`config.mk`:
```
export PLATFORM = sky130hd
export DESIGN_NAME = uart_rx_fifo
export DESIGN_NICKNAME = d
export VERILOG_FILES = /design/src/rtl/uart_pkg.sv /design/src/rtl/uart_sync_fifo.sv /design/src/rtl/uart_rx_fifo.sv
export SDC_FILE = /design/constraint.sdc
export NUM_CORES = 1
export LEC_CHECK = 0
export CAP_MARGIN = 20
export CORE_MARGIN = 5
export CORE_UTILIZATION = 61
export CTS_CLUSTER_DIAMETER = 60
export DETAILED_ROUTE_END_ITERATION = 8
export PLACE_DENSITY = 0.83
export RECOVER_POWER = 50
export SYNTH_ARGS = -nofsm -noshare
export SYNTH_HDL_FRONTEND = slang
export SYNTH_SLANG_ARGS = --single-unit
```
`constraint.sdc`:
```
create_clock -name clk -period 4.1 [get_ports clk]
set_input_delay 0.82 -clock clk [delete_from_list [all_inputs] [get_ports clk]]
set_output_delay 0.82 -clock clk [all_outputs]
set_load 0.01 [all_outputs]
```
`src/rtl/uart_pkg.sv`:
```
// rtl/uart_pkg.sv - shared types and constants for the UART receive path
package uart_pkg;

    typedef enum logic [2:0] {
        RX_IDLE,
        RX_START,
        RX_DATA,
        RX_PARITY,
        RX_STOP,
        RX_BRK_WAIT
    } rx_state_e;

    typedef struct packed {
        logic       brk;
        logic       ferr;
        logic       perr;
        logic [7:0] data;
    } rx_entry_t;

    localparam int UART_TIMEOUT_BITS = 40;
    localparam int RX_ENTRY_W        = $bits(rx_entry_t);

    // Unused upper data bits are zero, so they do not disturb the reduction.
    function automatic logic rx_parity_err(input logic pbit, input logic [7:0] data,
                                           input logic even);
        return pbit ^ (^data) ^ ~even;
    endfunction

endpackage

```
`src/rtl/uart_sync_fifo.sv`:
```
// rtl/uart_sync_fifo.sv - synchronous show-ahead FIFO with registered head and occupancy count
module uart_sync_fifo #(
    parameter int WIDTH = 8,
    parameter int DEPTH = 16,
    parameter int CNT_W = $clog2(DEPTH + 1)
) (
    input  logic             clk,
    input  logic             rst,
    input  logic             wr_en,
    input  logic [WIDTH-1:0] wr_data,
    input  logic             rd_en,
    output logic [WIDTH-1:0] rd_data,
    output logic             empty,
    output logic             full,
    output logic [CNT_W-1:0] count
);

    localparam int AW = $clog2(DEPTH);

    logic [WIDTH-1:0] mem [DEPTH];
    logic [AW:0]      wr_ptr;
    logic [AW:0]      rd_ptr;
    logic [AW:0]      rd_ptr_nx;
    logic             rd_ok;
    logic             wr_ok;

    assign empty     = (wr_ptr == rd_ptr);
    assign full      = (wr_ptr[AW] != rd_ptr[AW]) && (wr_ptr[AW-1:0] == rd_ptr[AW-1:0]);
    assign count     = CNT_W'(wr_ptr - rd_ptr);
    assign rd_ok     = rd_en & ~empty;
    // A pop frees the slot being written, so a full FIFO can still accept.
    assign wr_ok     = wr_en & (~full | rd_ok);
    assign rd_ptr_nx = rd_ptr + {{AW{1'b0}}, rd_ok};

    always_ff @(posedge clk) begin
        if (wr_ok) begin
            mem[wr_ptr[AW-1:0]] <= wr_data;
        end
    end

    // Head register: bypass the write when the new entry becomes the head,
    // otherwise fetch the next stored entry; hold when the FIFO drains.
    always_ff @(posedge clk or negedge rst) begin
        if (!rst) begin
            wr_ptr  <= '0;
            rd_ptr  <= '0;
            rd_data <= '0;
        end else begin
            if (wr_ok) begin
                wr_ptr <= wr_ptr + 1'b1;
            end
            rd_ptr <= rd_ptr_nx;
            if (wr_ok && (rd_ptr_nx == wr_ptr)) begin
                rd_data <= wr_data;
            end else if (rd_ok && (rd_ptr_nx != wr_ptr)) begin
                rd_data <= mem[rd_ptr_nx[AW-1:0]];
            end
        end
    end

endmodule

```
`src/rtl/uart_rx_fifo.sv`:
```
// rtl/uart_rx_fifo.sv - oversampled UART receiver feeding a flagged receive FIFO with interrupts
module uart_rx_fifo
    import uart_pkg::*;
#(
    parameter int FIFO_DEPTH = 16,
    parameter int OVERSAMPLE = 16,
    parameter int DIV_W      = 16,
    parameter int CNT_W      = $clog2(FIFO_DEPTH + 1)
) (
    input  logic             clk,
    input  logic             rst,
    input  logic [DIV_W-1:0] divisor,
    input  logic [1:0]       word_len,
    input  logic             parity_en,
    input  logic             parity_even,
    input  logic             rx,
    input  logic             rd_en,
    output logic [7:0]       rd_data,
    output logic             rd_perr,
    output logic             rd_ferr,
    output logic             rd_brk,
    output logic             empty,
    output logic [CNT_W-1:0] count,
    input  logic [CNT_W-1:0] trig,
    output logic             irq_trig,
    output logic             irq_timeout,
    output logic             overrun,
    input  logic             clr_overrun
);

    localparam int              OS_W     = $clog2(OVERSAMPLE);
    localparam logic [OS_W-1:0] OS_LAST  = OS_W'(OVERSAMPLE - 1);
    localparam logic [OS_W-1:0] OS_HALF  = OS_W'(OVERSAMPLE / 2 - 1);
    localparam int              TO_TICKS = UART_TIMEOUT_BITS * OVERSAMPLE;
    localparam int              TO_W     = $clog2(TO_TICKS + 1);

    logic             rx_meta, rx_sync, rx_prev;
    logic             start_edge;
    logic [DIV_W-1:0] div_cnt;
    logic             tick;
    rx_state_e        state, state_nx;
    logic             restart, samp;
    logic [OS_W-1:0]  os_cnt;
    logic [2:0]       bit_idx;
    logic             bit_last;
    logic [7:0]       data_q;
    logic             any_one;
    logic             perr_q;
    logic             brk_now;
    logic [1:0]       wl_l;
    logic             par_en_l, par_even_l;
    logic             push_q;
    rx_entry_t        push_entry;
    rx_entry_t        head;
    logic [RX_ENTRY_W-1:0] head_bits;
    logic             fifo_full, fifo_pop, drop;
    logic [CNT_W-1:0] trig_eff;
    logic [TO_W-1:0]  to_cnt;

    always_ff @(posedge clk or negedge rst) begin
        if (!rst) begin
            rx_meta <= 1'b1;
            rx_sync <= 1'b1;
            rx_prev <= 1'b1;
        end else begin
            rx_meta <= rx;
            rx_sync <= rx_meta;
            rx_prev <= rx_sync;
        end
    end

    assign start_edge = rx_prev & ~rx_sync;
    assign tick       = (divisor != '0) && (div_cnt == '0);

    // Restart on a start edge so sampling phase is relative to the edge.
    always_ff @(posedge clk or negedge rst) begin
        if (!rst) begin
            div_cnt <= '0;
        end else if (divisor != '0) begin
            if (restart || (div_cnt == '0)) begin
                div_cnt <= divisor - 1'b1;
            end else begin
                div_cnt <= div_cnt - 1'b1;
            end
        end
    end

    assign bit_last = (bit_idx == ({1'b0, wl_l} + 3'd4));
    assign brk_now  = ~any_one & ~rx_sync;

    always_ff @(posedge clk or negedge rst) begin
        if (!rst) begin
            state <= RX_IDLE;
        end else begin
            state <= state_nx;
        end
    end

    always_comb begin
        state_nx = state;
        unique case (state)
            RX_IDLE:     if (restart) state_nx = RX_START;
            RX_START:    if (samp) state_nx = rx_sync ? RX_IDLE : RX_DATA;
            RX_DATA:     if (samp && bit_last) state_nx = par_en_l ? RX_PARITY : RX_STOP;
            RX_PARITY:   if (samp) state_nx = RX_STOP;
            RX_STOP:     if (samp) state_nx = brk_now ? RX_BRK_WAIT : RX_IDLE;
            RX_BRK_WAIT: if (samp && rx_sync) state_nx = RX_IDLE;
            default:     state_nx = RX_IDLE;
        endcase
    end

    always_comb begin
        restart = 1'b0;
        samp    = 1'b0;
        unique case (state)
            RX_IDLE:                    restart = start_edge;
            RX_START:                   samp = tick && (os_cnt == OS_HALF);
            RX_DATA, RX_PARITY, RX_STOP: samp = tick && (os_cnt == OS_LAST);
            RX_BRK_WAIT:                samp = tick;
            default:                    samp = 1'b0;
        endcase
    end

    always_ff @(posedge clk or negedge rst) begin
        if (!rst) begin
            os_cnt     <= '0;
            bit_idx    <= '0;
            data_q     <= '0;
            any_one    <= 1'b0;
            perr_q     <= 1'b0;
            wl_l       <= '0;
            par_en_l   <= 1'b0;
            par_even_l <= 1'b0;
            push_q     <= 1'b0;
            push_entry <= '0;
        end else begin
            push_q <= 1'b0;
            if (restart) begin
                os_cnt     <= '0;
                bit_idx    <= '0;
                data_q     <= '0;
                any_one    <= 1'b0;
                perr_q     <= 1'b0;
                wl_l       <= word_len;
                par_en_l   <= parity_en;
                par_even_l <= parity_even;
            end else if (tick) begin
                os_cnt <= samp ? '0 : os_cnt + 1'b1;
                if (samp) begin
                    case (state)
                        RX_DATA: begin
                            data_q[bit_idx] <= rx_sync;
                            any_one         <= any_one | rx_sync;
                            bit_idx         <= bit_idx + 1'b1;
                        end
                        RX_PARITY: begin
                            perr_q  <= rx_parity_err(rx_sync, data_q, par_even_l);
                            any_one <= any_one | rx_sync;
                        end
                        RX_STOP: begin
                            // A break frame has all-zero data, so data_q is already 0x00.
                            push_q          <= 1'b1;
                            push_entry.brk  <= brk_now;
                            push_entry.ferr <= ~rx_sync;
                            push_entry.perr <= perr_q & ~brk_now;
                            push_entry.data <= data_q;
                        end
                        default: ;
                    endcase
                end
            end
        end
    end

    uart_sync_fifo #(
        .WIDTH (RX_ENTRY_W),
        .DEPTH (FIFO_DEPTH),
        .CNT_W (CNT_W)
    ) u_fifo (
        .clk     (clk),
        .rst     (rst),
        .wr_en   (push_q),
        .wr_data (push_entry),
        .rd_en   (rd_en),
        .rd_data (head_bits),
        .empty   (empty),
        .full    (fifo_full),
        .count   (count)
    );

    assign head     = rx_entry_t'(head_bits);
    assign rd_data  = head.data;
    assign rd_perr  = head.perr;
    assign rd_ferr  = head.ferr;
    assign rd_brk   = head.brk;
    assign fifo_pop = rd_en & ~empty;
    assign drop     = push_q & fifo_full & ~rd_en;
    assign trig_eff = (trig == '0) ? CNT_W'(1) : trig;
    assign irq_trig = (count >= trig_eff);

    always_ff @(posedge clk or negedge rst) begin
        if (!rst) begin
            overrun <= 1'b0;
        end else if (drop) begin
            overrun <= 1'b1;
        end else if (clr_overrun) begin
            overrun <= 1'b0;
        end
    end

    // Counter saturates at the threshold so the interrupt stays until FIFO activity.
    always_ff @(posedge clk or negedge rst) begin
        if (!rst) begin
            to_cnt      <= '0;
            irq_timeout <= 1'b0;
        end else if (push_q || fifo_pop || empty) begin
            to_cnt      <= '0;
            irq_timeout <= 1'b0;
        end else if (tick && (to_cnt != TO_W'(TO_TICKS))) begin
            to_cnt <= to_cnt + 1'b1;
            if (to_cnt == TO_W'(TO_TICKS - 1)) begin
                irq_timeout <= 1'b1;
            end
        end
    end

endmodule
```
==> results of run 1 <==
-- registers in the layout (all words and copies together) (netlist names) --
signal          flops
wl_l                2
par_en_l            1
bit_idx             3
any_one             1
rx_prev             1
u_fifo.wr_ptr       5
push_q              1
to_cnt             10
par_even_l          1
state               3
overrun             1
perr_q              1
u_fifo.mem        176
os_cnt              4
data_q              8
div_cnt            16
push_entry         11
u_fifo.rd_ptr       5
rx_meta             1
irq_timeout         1
u_fifo.rd_data     11
rx_sync             1
-- power by group --
group | internal, mW | switching (mW) | total, mW
clock network | 1.44 | 0.990 | 2.43
logic | 0.944 | 1.16 | 2.10
registers | 3.00 | 0.209 | 3.21
-- layout make-up --
class,count,area (um2),share of cell area [%]
flip-flops and latches,264,7492,54.65
clock buffers,34,721.9,5.266
repair buffers,65,620.6,4.527
multi-input cells,545,4252,31.01
well taps,265,331.6,2.419
clock inverters,14,163.9,1.196
inverters,34,127.6,0.9309
-- layer usage --
layer  up-vias  share of wire, %
li1       3435                 -
met1      3766                39
met2       325                51
met3        71               7.1
met4         0               3.0
met5         -                 0
-- final timing paths --
check / from / end / slack, ps
max reg2reg: u_fifo.rd_ptr[2] / u_fifo.rd_data[5] / 380
max: u_fifo.rd_ptr[2] / u_fifo.rd_data[5] / 380
min reg2reg: rx_meta / rx_sync / 360
max in group asynchronous: rst / to_cnt[0] / 1500
min: rx_meta / rx_sync / 360
min in group asynchronous: rst / u_fifo.rd_data[2] / 720
-- cell usage in the layout, fill, tap and decap left out, types with 13 or more instances in the layout --
master             n
xor2_1            16
clkdlybuf4s50_1   46
o22ai_1           15
and3_1            18
mux2i_1           16
mux4_2            44
xnor2_1           25
edfxtp_1         176
inv_1             32
nor2_1            43
clkbuf_16         27
nand3_1           14
a31oi_1           18
and2_1            19
nor2b_1           13
ha_1              18
o21ai_0           18
nand2_1          102
a21oi_1           32
dfrtp_1           84
nor3_1            19
-- critical path: stages (launching register included) --
cell and delay [ps]:
dfrtp_1 500, inv_1 90, ha_1 360, nand4_1 130
nor2b_1 220, nor2b_1 130, ha_2 210, ha_2 360
xnor2_1 120, nand2_1 100, or4_1 750, and2_1 400
a21oi_1 240
-- stage by stage --
stage / worst slack (ps) / hold WS, ps / power [mW]
after floorplan: 654.7 / 345.2 / 4.667
after global placement: 295.8 / 348.2 / 5.279
after detailed placement: 195.1 / 347.2 / 5.331
after CTS: 15.52 / 355.9 / 7.773
after global routing: 159.8 / 370.9 / 8.115
final: 383.2 / 360.7 / 7.743
-- kinds of logic after synthesis --
logic type	count (synthesis)	synth area share [%]
adder cells (fa/ha/maj)	21	2.240
AND/OR/NAND/NOR	284	12.01
flip-flops	264	62.09
XOR/XNOR	42	3.049
buffers and inverters	75	2.769
multiplexers	70	10.69
AO/OA/AOI/OAI	128	7.146
-- repair_timing --
item,4_1_cts,5_1_grt
setup endpoints to repair,0,1
hold endpoints to repair,0,0
resized for setup,0,3
==> results.md, run 1 <==
* Outcome: finished, violations left
* Failing checks: capacitance limit, slew limit
* RSZ-0062 raised after global routing: false
* Wire per inst at 21.72 um
* Nets at 987
* Die height at 150.6 um
* Ys flop type: edfxtp_1
* H-tree Lvls at 1
* All-layer global routing usage at 24.11%
* Core area at 19,460 um2
* Non-Filler Instances at 1,221
* Synth area leader: edfxtp_1
* Worst Skew at 31.34 ps
* Setup CP Type: reg2reg
* Leakage power at 5.406 nW
* DR pass1 iterations at 8
* Routed WL at 26,520 um
* Most frequent cell after synthesis: edfxtp_1
* Startpoint types: flip-flop
* Worst EP required at 4550 ps
* I/O pin count at 50
* DRT antenna net count at 0
* Max cap viols at 1
* Clock slew seen by the registers of the worst setup and hold paths at 60 ps
* CTS tree: yes
* PortBufs at 49
* Final core occ at 70.44%
* Syn Area/Cell at 13.65 um2
* N_diodes at 0
* Fmax at 269.1 MHz
* Placed Cells at 1,172
* Post-DR vias/cell at 6.222
* DRC violations left at 0
* Grt ovf at 0
* Worst-Skew Late Latency at 540 ps
* Number of flops mapped to enable cells by yosys at 176
* Die area at 22,690 um2
* Busiest grt layer: met2
* Crit path DAT at 4170 ps
* Yosys warnings at 0
* Iteration-0 DRC count of the detailed router at 731
* Layout area overhead at 13.64%
* Area after DPL at 12,810 um2
* Layout cells sized above 1 at 14.33%
* Cell variety after synth at 79
* Synth area leaders: edfxtp_1 44%, dfrtp_1 18%, mux4_2 8.2%
* Global-route met2 utilization at 40.79%
* Critical Path Sink Type: flip-flop
* Power Dens Cells at 564.8 nW/um2
* CTS Buf Count at 26
* Placed wire-length estimate at 16,830 um
* Max FO, Critical Path at 12
* Cts hold-fix bufs at 0
* Synth Register Bits at 264
* Row Count at 51
* Worst Max-Slew Pin Slew at 1735 ps
* First-pass GRT wire length at 42,080 um
* Number of global-route vias before repair at 7,581
* IR drop worst, VDD at 388.0 uV
* Vias at 7,597
* Fin crit share at 90.65%
* Pin count of the biggest net entering global routing at 69
* Post-CTS setup buffers at 0
* Commonest cells post-synth: 176 x edfxtp_1, 102 x nand2_1, 85 x dfrtp_1
* RePlAce Congestion at 0.8901
* CTS root buf: clkbuf_16
* Met3 GRT Util at 4.365%
* Sequential fraction of the synthesis area at 62.09%
* Worst min path class: reg2reg
* Chip Width at 150.6 um
* Post-Syn Nets at 935
* Setup_tns at 0 ps
* Final slew viol count at 69
* Worst r2r path cells at 12
* Relative slew margins at -15.69%
* Synth Cell Area at 12,060 um2
* Yosys top cell area share at 43.81%
* Syn Inst Count at 884
* Antenna violations before repair at 0
* Initial core utilization at 61.99%
* Worst hold stages at 0
* Final hold viol count at 0
* Setup violators final at 0
* Design area at 13,710 um2
* Clock sink count at 264
* Met1 Resource Use GR at 32.17%
* Fraction of registers with async set/reset at 33.33%
* Fin crit period at 3717 ps
* Fillers at 1,272
* Clock buffer depth at 3
Power figures use the tool's default switching activity.
==> run 2: changes to the inputs <==
--- a/config.mk
+++ b/config.mk
@@ -10,7 +10,7 @@
 export CORE_UTILIZATION = 61
 export CTS_CLUSTER_DIAMETER = 60
 export DETAILED_ROUTE_END_ITERATION = 8
-export PLACE_DENSITY = 0.83
+export PLACE_DENSITY = 0.9
 export RECOVER_POWER = 50
 export SYNTH_ARGS = -nofsm -noshare
 export SYNTH_HDL_FRONTEND = slang
==> run 2 against run 1 <==
- the flow still finishes with violations (capacitance limit, slew limit)
- cell count is the same
- fmax is 1.1% higher
- flip-flop and latch count did not move
- via count rose by 2.3%
- core utilization up 0.62 points
- sequential power barely moved
- global-route usage grew 1.0 points
- clock-buffer cell count fell by 5
- clock power grew 11%
- register-to-register slack improved by 40 ps
- combinational power increased by 5%
==> results.md, run 2 (synthesized netlist as in run 1, its figures left out) <==
* Outcome: finished, violations left
* Failing checks: capacitance limit, slew limit
* Clock sink count at 264 (unchanged)
* DRT antenna net count at 0 (unchanged)
* Relative slew margins at -16.31% (-0.61 points)
* Final hold viol count at 0 (unchanged)
* Routed WL at 27,790 um (+4.8%)
* CTS root buf: clkbuf_16
* Row Count at 51 (unchanged)
* Startpoint types: flip-flop
* Worst Skew at 15.62 ps (-15.73 ps)
* CTS Buf Count at 26 (unchanged)
* Wire per inst at 22.76 um (+4.8%)
* Clock slew seen by the registers of the worst setup and hold paths at 60 ps (about the same)
* CP delay by family, top: adder cells
* Cts hold-fix bufs at 0 (unchanged)
* N_diodes at 0 (unchanged)
* Grt ovf at 0 (unchanged)
* H-tree Lvls at 1 (unchanged)
* Max FO, Critical Path at 5 (-7)
* Die area at 22,690 um2 (unchanged)
* Worst-Skew Late Latency at 530 ps (about the same)
* RePlAce Congestion at 0.9021 (+1.3%)
* Most frequent cells in the layout: 176 x edfxtp_1, 102 x nand2_1, 84 x dfrtp_1, 46 x clkdlybuf4s50_1, 44 x mux4_2
* All-layer global routing usage at 25.11% (+1.0 points)
* Leakage power at 5.452 nW (+0.85%)
* Nets at 987 (unchanged)
* DR pass1 iterations at 4 (-4)
* Fin crit share at 89.63% (-1.0 points)
* Max FFs per register at 176 (unchanged)
* Cell Chain, Critical Path: inv_2 -> ha_1 -> inv_1 -> fa_1 -> ha_1 -> a21o_1 -> a21oi_1 -> nor2b_1 -> o21ai_0 -> nand2b_1 -> dlymetal6s2s_1
* Worst min path class: reg2reg
* Post-DR vias/cell at 6.365 (+2.3%)
* CTS tree: yes
* Fillers at 1,225 (-3.7%)
* PortBufs at 49 (unchanged)
* Layout cells sized above 1 at 14.44% (+0.10 points)
* Vias at 7,772 (+2.3%)
* Core area at 19,460 um2 (unchanged)
* Worst EP required at 3280 ps (-1270 ps)
* Max cap viols at 1 (unchanged)
* Slowest cell on crit path: fa_1
* I/O pin count at 50 (unchanged)
* Initial core utilization at 61.99% (unchanged)
* Power Dens Cells at 586.5 nW/um2 (+3.9%)
* Pre-CTS WS at 245.6 ps (+50.52 ps)
* Crit path DAT at 2850 ps (-1320 ps)
* Layout area overhead at 14.64%
* Iteration-0 DRC count of the detailed router at 699 (-4.4%)
* Worst Max-Slew Pin Slew at 1745 ps (+9.181 ps)
* Setup_tns at 0 ps (unchanged)
* Final slew viol count at 66 (-4.3%)
* IR drop worst, VDD at 373.3 uV (-3.8%)
* Setup CP Type: reg2out
* Fmax at 272.1 MHz (+1.1%)
* Setup violators final at 0 (unchanged)
* Chip Width at 150.6 um (unchanged)
* Fin crit period at 3675 ps (-41.79 ps)
* RSZ-0062 raised after global routing: false
* First-pass GRT wire length at 43,650 um (+3.7%)
* Most common cell after layout, fill and taps aside: edfxtp_1
* Antenna violations before repair at 0 (unchanged)
* Critical Path Sink Type: output port
* Placed wire-length estimate at 17,020 um (+1.1%)
* Post-route setup slack at 425.0 ps (+41.79 ps)
* Clock buffer depth at 3 (unchanged)
* DRC violations left at 0 (unchanged)
* Worst stage delay on the critical path at 460 ps (-290 ps)
* Die height at 150.6 um (unchanged)
* Worst path bufs/invs at 3 (+2)
* Critical Path Most Common Cell: ha_1
* Number of global-route vias before repair at 7,739 (+2.1%)
* Pin count of the biggest net entering global routing at 66 (-4.3%)
run 2: stage by stage:
stage               std cells  utilization, %  total power [mW]  hold slack, ps  instance area (um2)
finish                   1221           71.06             8.112           362.9                13830
global route             1221           71.06             8.463           368.9                13830
CTS                      1221           71.08             8.136           357.9                13830
detailed placement       1173           66.06             5.439           349.0                12860
global placement         1173           66.06             5.362           345.9                12860
floorplan                 884               -             4.667           345.2                12060
run 2: final cells by class:
type | count | area [um2] | share of cell area [%]
Clock buffer | 29 | 661.9 | 4.786
Clock inverter | 19 | 314.1 | 2.271
Inverter | 34 | 127.6 | 0.9227
Multi-Input combinational cell | 545 | 4262 | 30.81
Sequential cell | 264 | 7492 | 54.17
Tap cell | 265 | 331.6 | 2.397
Timing Repair Buffer | 65 | 641.9 | 4.641
run 2: metal layers:
| layer | GRT usage, % | routed length (um) |
|---|---|---|
| met1 | 33.45 | 10670 |
| met2 | 43.42 | 14160 |
| met4 | 7.208 | 876 |
| met5 | 0 | 0 |
| met3 | 3.823 | 2079 |
run 2: worst reg2reg max path, cell delays in order (launching register included):
cell	delay [ps]
dfrtp_1	430
nor4_1	490
nand2_1	180
o21ai_1	270
buf_4	230
mux2i_1	230
ha_1	280
nor2b_1	370
nand3_1	270
nor2_1	220
nand2_1	100
a21oi_2	200
o2111ai_1	130
o211a_1	170
run 2: power by group:
group | internal (mW) | switching, mW | leakage, nW
Sequential | 3.00 | 0.220 | 3.07
Combinational | 1.00 | 1.20 | 1.92
Clock | 1.67 | 1.01 | 0.465
Total | 5.68 | 2.43 | 5.45
run 2: path summary, 6_finish.rpt:
check	cells past startpoint	start	slack [ps]	end
worst min-delay path	0	rx_meta	360	rx_sync
worst min register to register	0	rx_meta	360	rx_sync
worst max register to register	13	div_cnt[11]	430	div_cnt[12]
max in group asynchronous	2	rst	1330	os_cnt[1]
worst max-delay path	11	u_fifo.wr_ptr[0]	430	irq_trig
min in group asynchronous	1	rst	750	u_fifo.rd_data[7]
run 2: repair_timing:
item,CTS,global route
resized for setup,0,3
setup endpoints to repair,0,1
setup buffers,0,0
